--- config.mk ---
export PLATFORM = sky130hd
export DESIGN_NAME = piso_serializer
export DESIGN_NICKNAME = d
export VERILOG_FILES = /design/src/rtl/piso_serializer.sv
export SDC_FILE = /design/constraint.sdc
export NUM_CORES = 1
export LEC_CHECK = 0
export CORE_AREA = 2 2 43 45
export DETAILED_ROUTE_END_ITERATION = 8
export DIE_AREA = 0 0 45 47
export PLACE_DENSITY = 0.45
export SETUP_SLACK_MARGIN = 0.15
export SYNTH_ARGS = -nofsm -noshare
export SYNTH_HDL_FRONTEND = slang
export SYNTH_SLANG_ARGS = --single-unit
--- constraint.sdc ---
create_clock -name clk -period 1.4 [get_ports clk]
set_clock_uncertainty 0.15 [all_clocks]
set_input_delay 0.42 -clock clk [delete_from_list [all_inputs] [get_ports clk]]
set_output_delay 0.42 -clock clk [all_outputs]
set_load 0.005 [all_outputs]
--- src/rtl/piso_serializer.sv ---
// Parallel-in, serial-out word serializer feeding a downstream SIPO stage.
// Accepts a word on a valid/ready handshake and shifts it out one bit per clock.
module piso_serializer #(
  parameter int WIDTH     = 4,
  parameter bit MSB_FIRST = 1'b1
) (
  input  logic             clk,
  input  logic             reset,
  input  logic [WIDTH-1:0] din,
  input  logic             din_valid,
  output logic             din_ready,
  output logic             sout,
  output logic             sout_valid,
  output logic             frame_done,
  output logic             busy
);

  localparam int CNT_W = $clog2(WIDTH);
  localparam logic [CNT_W-1:0] CNT_LAST = CNT_W'(WIDTH - 1);

  typedef enum logic [0:0] {
    IDLE  = 1'b0,
    SHIFT = 1'b1
  } state_t;

  state_t           state_r;
  state_t           state_s;
  logic [WIDTH-1:0] shreg_r;
  logic [WIDTH-1:0] shreg_s;
  logic [CNT_W-1:0] cnt_r;
  logic [CNT_W-1:0] cnt_s;
  logic             load_s;

  // Move the register one place toward the output bit, filling with zero.
  function automatic logic [WIDTH-1:0] shift_toward_out(input logic [WIDTH-1:0] v);
    if (MSB_FIRST) begin
      return {v[WIDTH-2:0], 1'b0};
    end else begin
      return {1'b0, v[WIDTH-1:1]};
    end
  endfunction

  function automatic logic out_bit(input logic [WIDTH-1:0] v);
    if (MSB_FIRST) begin
      return v[WIDTH-1];
    end else begin
      return v[0];
    end
  endfunction

  // Next-state computation for state, shift register and bit counter.
  always_comb begin
    load_s  = din_valid && din_ready;
    state_s = state_r;
    shreg_s = shreg_r;
    cnt_s   = cnt_r;
    case (state_r)
      IDLE: begin
        if (load_s) begin
          state_s = SHIFT;
          shreg_s = din;
          cnt_s   = '0;
        end else begin
          state_s = IDLE;
          shreg_s = '0;
          cnt_s   = '0;
        end
      end
      SHIFT: begin
        if (cnt_r == CNT_LAST) begin
          if (load_s) begin
            state_s = SHIFT;
            shreg_s = din;
            cnt_s   = '0;
          end else begin
            state_s = IDLE;
            shreg_s = '0;
            cnt_s   = '0;
          end
        end else begin
          state_s = SHIFT;
          shreg_s = shift_toward_out(shreg_r);
          cnt_s   = cnt_r + CNT_W'(1);
        end
      end
      default: begin
        state_s = IDLE;
        shreg_s = '0;
        cnt_s   = '0;
      end
    endcase
  end

  // State register; outputs are registered from the next state so they never see inputs combinationally.
  always_ff @(posedge clk or posedge reset) begin
    if (reset) begin
      state_r    <= IDLE;
      shreg_r    <= '0;
      cnt_r      <= '0;
      din_ready  <= 1'b1;
      sout       <= 1'b0;
      sout_valid <= 1'b0;
      frame_done <= 1'b0;
      busy       <= 1'b0;
    end else begin
      state_r    <= state_s;
      shreg_r    <= shreg_s;
      cnt_r      <= cnt_s;
      din_ready  <= (state_s == IDLE) || (cnt_s == CNT_LAST);
      sout       <= (state_s == SHIFT) ? out_bit(shreg_s) : 1'b0;
      sout_valid <= (state_s == SHIFT);
      frame_done <= (state_s == SHIFT) && (cnt_s == CNT_LAST);
      busy       <= (state_s == SHIFT);
    end
  end

endmodule

### Word level (Yosys, flattened, before mapping)

Cells that the tools add are included.

* muxes and demuxes: 9
* bitwise gates (word level): 2
* reduce and logical (&&, ||, !) cells: 3
* add/sub/neg operators: 1
* equal/unequal tests: 2

Operator list (number)
* 4-bit two-way mux: 2
* 4-bit one-hot mux with 2 select lines: 1
* 2-bit == test (second input constant): 2
* 2-bit one-hot mux with 2 select lines: 1
* 1-bit two-way mux: 3
* 2-bit by 1-bit adder with 2-bit output (second input constant): 1
* 1-bit logical AND: 2
* 2-bit two-way mux: 1
* 1-bit inverter: 2
* 1-bit one-hot mux with 2 select lines: 1
* 1-bit logical OR: 1

* register bits after elaboration: 9
* output and inout bits: 5
* input port bits: 7

### Longest topological paths before layout

* depth after elaboration: 6
* depth in mapped cells: 4

### Least setup slack after synthesis

Ideal clock, no wire load.

* path kind: reg-to-reg
* start: reg cnt_r[0]
* end: reg shreg_r[1]
* path buffers: 1
* stages on the path, launching flop included: 5
* setup slack: 0.015 ns
* required time: 1.125 ns
* period minus slack after synthesis: 1.385 ns
* arrival: 1.110 ns
* path through: dfrtp_1 > ha_1 > nand2b_1 > buf_6 > mux2_4

* cells in the longest elaborated chain, start to end: 3

Ends and longest elaborated chain
* start, declared: RTL line 30 `logic [CNT_W-1:0] cnt_r;`
* start signal, assigned: RTL line 108 `cnt_r <= cnt_s;`
* 2-bit == test: RTL line 70 `if (cnt_r == CNT_LAST) begin`
* 4-bit two-way mux: RTL line 70
* 4-bit one-hot mux with 2 select lines: RTL line 57 `case (state_r)`
* net shreg_s[1]: RTL line 29 `logic [WIDTH-1:0] shreg_s;`
* end signal, assigned: RTL line 107 `shreg_r <= shreg_s;`
* end, declared: RTL line 28 `logic [WIDTH-1:0] shreg_r;`

The timed path passes the listed nets, and every way through them passes these cells.

### Final worst setup path

* start: reg din_ready
* end: out din_ready

RTL lines
* start, declared: RTL line 11 `output logic din_ready,`
* start signal, assigned: RTL line 109 `din_ready <= (state_s == IDLE) || (cnt_s == CNT_LAST);`

No word-level cell between the ends.

==> flow_metrics.py <==
metrics = {
    "routing": {
        "ant_nets": 0,
        "num_vias": 256,
        "drt_wl_total_um": 681,
        "drt_drc_violations_left": 0,
        "drtIter0Drc": 2,
        "wire_per_inst_um": 10.8,
        "first_pass_iters": 3,
        "via_per_inst": 4.06,
    },
    "placement": {
        "place_congestion": 0.640,
        "dpl_cell_area_um2": 526,
        "dp_cells": 56,
        "portBuffers": 11,
    },
    "timing": {
        "rsz0062_at_grt": "yes",
        "worst_pin_slew_ns": 0.349,
        "final_hold_viol_count": 0,
        "timing.hold.ws_ns": 0.280,
        "slew_headroom_pct": 76.7,
        "layout_setup_ws_ns": -0.0582,
        "min_period_ns": 1.46,
        "finalMaxSlewViolations": 0,
        "fin_crit_sh_pct": 104,
        "tns_ns": -0.0952,
        "fmax_ghz": 0.686,
        "finalSetupViolations": 2,
    },
    "global_routing": {
        "grt_overflow": 0,
        "met2_usage_pct": 10.3,
        "antenna_found_initial": 0,
        "grt_pass1_vias": 265,
        "grt_max_degree": 10,
        "top_usage_layer": "met2",
        "met1_usage_pct": 9.72,
        "grt_pass1_wl_mm": 1.09,
        "grtUsageTotal_pct": 7.49,
        "use_met3_pct": 2.69,
    },
    "clock_tree": {
        "insertion_delay_ns": 0.26,
        "clk_pin_slew_ns": 0.06,
        "htreeDepth": 1,
        "cts_hold_buf": 0,
        "clockRootBuffer": "clkbuf_4",
        "clk_path_buf_depth": 2,
        "cts_tree": "yes",
        "cts_made_buffers": 3,
        "clock_sinks": 9,
    },
    "cells_and_area": {
        "num_antenna_cells": 0,
        "layout-drive-gt1-share_pct": 50.0,
        "fin_nets": 55,
        "fillCellCount": 181,
        "instances_no_fill": 63,
        "area.growth.synth_to_final_pct": 51.6,
        "final_area_um2": 577,
    },
    "logic_synthesis": {
        "avgSynthCellArea_um2": 14.1,
        "syn_nets": 35,
        "ys_top_cells_by_area": "dfrtp_1, mux2_4, dfstp_2",
        "synth_cells": 27,
        "synth_top_area_share_pct": 52.6,
        "yosysTopAreaCell": "dfrtp_1",
        "ys.warnings.count": 0,
        "ys_ff_latch": 9,
        "ys_seq_area_share_pct": 59.5,
        "synth_area_um2": 380,
        "synth_cell_types": 15,
    },
    "floorplan": {
        "start_util_pct": 23.0,
        "dieWidth_um": 45,
        "die-area_um2": 2120,
        "io_pins": 12,
        "rows": 15,
        "fp.coreArea_um2": 1650,
        "die_y_um": 47,
    },
    "pwr": {
        "p_leak_nw": 0.292,
        "powerDensity_nw_per_um2": 2010,
        "peakVddDrop_mv": 0.721,
        "p_total_mw": 1.16,
    },
    "setup_path": {
        "crit_slowest_cell": "dfstp_2",
        "endpoint_kind": "output port",
        "required_ns": 0.83,
        "crit_chain": "buf_2",
        "worstPathMaxFanout": 2,
        "cp_data_arrival_time_ns": 0.89,
        "critical_path_class": "reg2out",
        "start_kind": "flop",
        "cp_top_family": "flip-flops",
        "critPathMaxStageDelay_ns": 0.53,
        "crit_buf_inv": 1,
    },
    "hold_path": {
        "min_path_type": "in2async",
    },
    "run_status": {
        "outcome": "finished with violations",
        "violations": "negative setup slack",
    },
    "job": {
        "maxCapViolCount": 0,
    },
}
## power by group
| group | internal [mW] | switching [mW] | leakage [nW] |
|---|---|---|---|
| sequential | 0.366 | 0.0467 | 0.114 |
| clock | 0.110 | 0.0905 | 0.0150 |
| combinational | 0.350 | 0.194 | 0.163 |
## final cells by class
class	count	area [um2]	area share, %
sequential	9	226	39.3
timing repair buffer	17	146	25.4
clock buffer	4	26.3	4.56
tap	17	21.3	3.69
multi-input combinational	15	153	26.5
inverter	1	3.75	0.651
## metrics by stage
step           worst slack (ns)  util [%]
2_1_floorplan            0.0584         -
3_3_place_gp             -0.178      31.8
3_5_place_dp             -0.191      31.8
4_1_cts                 -0.0687      34.9
5_1_grt                 -0.0831      34.9
6_report                -0.0582      34.9
## cell usage after synthesis
| cell type | number |
|---|---|
| nor2_1 | 1 |
| buf_6 | 1 |
| a21o_2 | 1 |
| dfrtp_1 | 8 |
| buf_4 | 1 |
| and2_1 | 1 |
| nand2b_1 | 1 |
| and3_1 | 3 |
| and4_2 | 1 |
| dfstp_2 | 1 |
| mux2_4 | 3 |
| and4bb_2 | 1 |
| ha_1 | 1 |
| inv_1 | 1 |
| nand2_1 | 2 |
## path summary, 6_finish.rpt
| path | from | to | cells past startpoint | slack (ns) |
|---|---|---|---|---|
| worst max-delay path | din_ready | din_ready | 1 | -0.06 |
| worst min-delay path | reset | state_r | 2 | 0.28 |
| worst max register to register | cnt_r[0] | shreg_r[1] | 3 | 0.09 |
| worst min register to register | shreg_r[0] | shreg_r[1] | 1 | 0.34 |
| max in group asynchronous | reset | din_ready | 2 | 0.52 |
| min in group clk | shreg_r[0] | shreg_r[1] | 1 | 0.34 |
## what timing repair did
item                       in CTS  in global routing
pin swaps                       1                  0
cloned                          0                  0
resized for setup              27                  0
setup endpoints to repair      10                  9
buffers inserted                3                  0
## cell families (layout without fill, tap and decap cells)
logic type	after synthesis	in the layout	share of synthesized area (%)
compound gates	1	1	2.30
fa+ha+maj	1	1	3.29
buf+inv	3	22	5.92
flops	9	9	59.5
mux	3	3	11.8
simple gates	10	10	17.1
## routing by layer
metal / share of wire (%) / vias to the layer above
li1: - / 128
met1: 48 / 120
met2: 43 / 8
met3: 8.5 / 0
met4: 0 / 0
met5: 0 / -
## sequential cells by signal, indices dropped and copies added, names as in the netlist
register    cells
cnt_r           2
din_ready       1
frame_done      1
shreg_r         3
sout            1
state_r         1
## cell usage in the layout (no fill, tap or decap), drive strengths merged
cell / instances
buf: 11
dfrtp: 8
clkdlybuf4s50: 5
clkbuf: 4
and3: 3
mux2: 3
nand2: 2
and2: 1
nand2b: 1
and4: 1
nor2: 1
and4bb: 1
a21o: 1
inv: 1
ha: 1
dfstp: 1
dlygate4sd2: 1
Note: power is estimated with default switching activity, not from simulation.
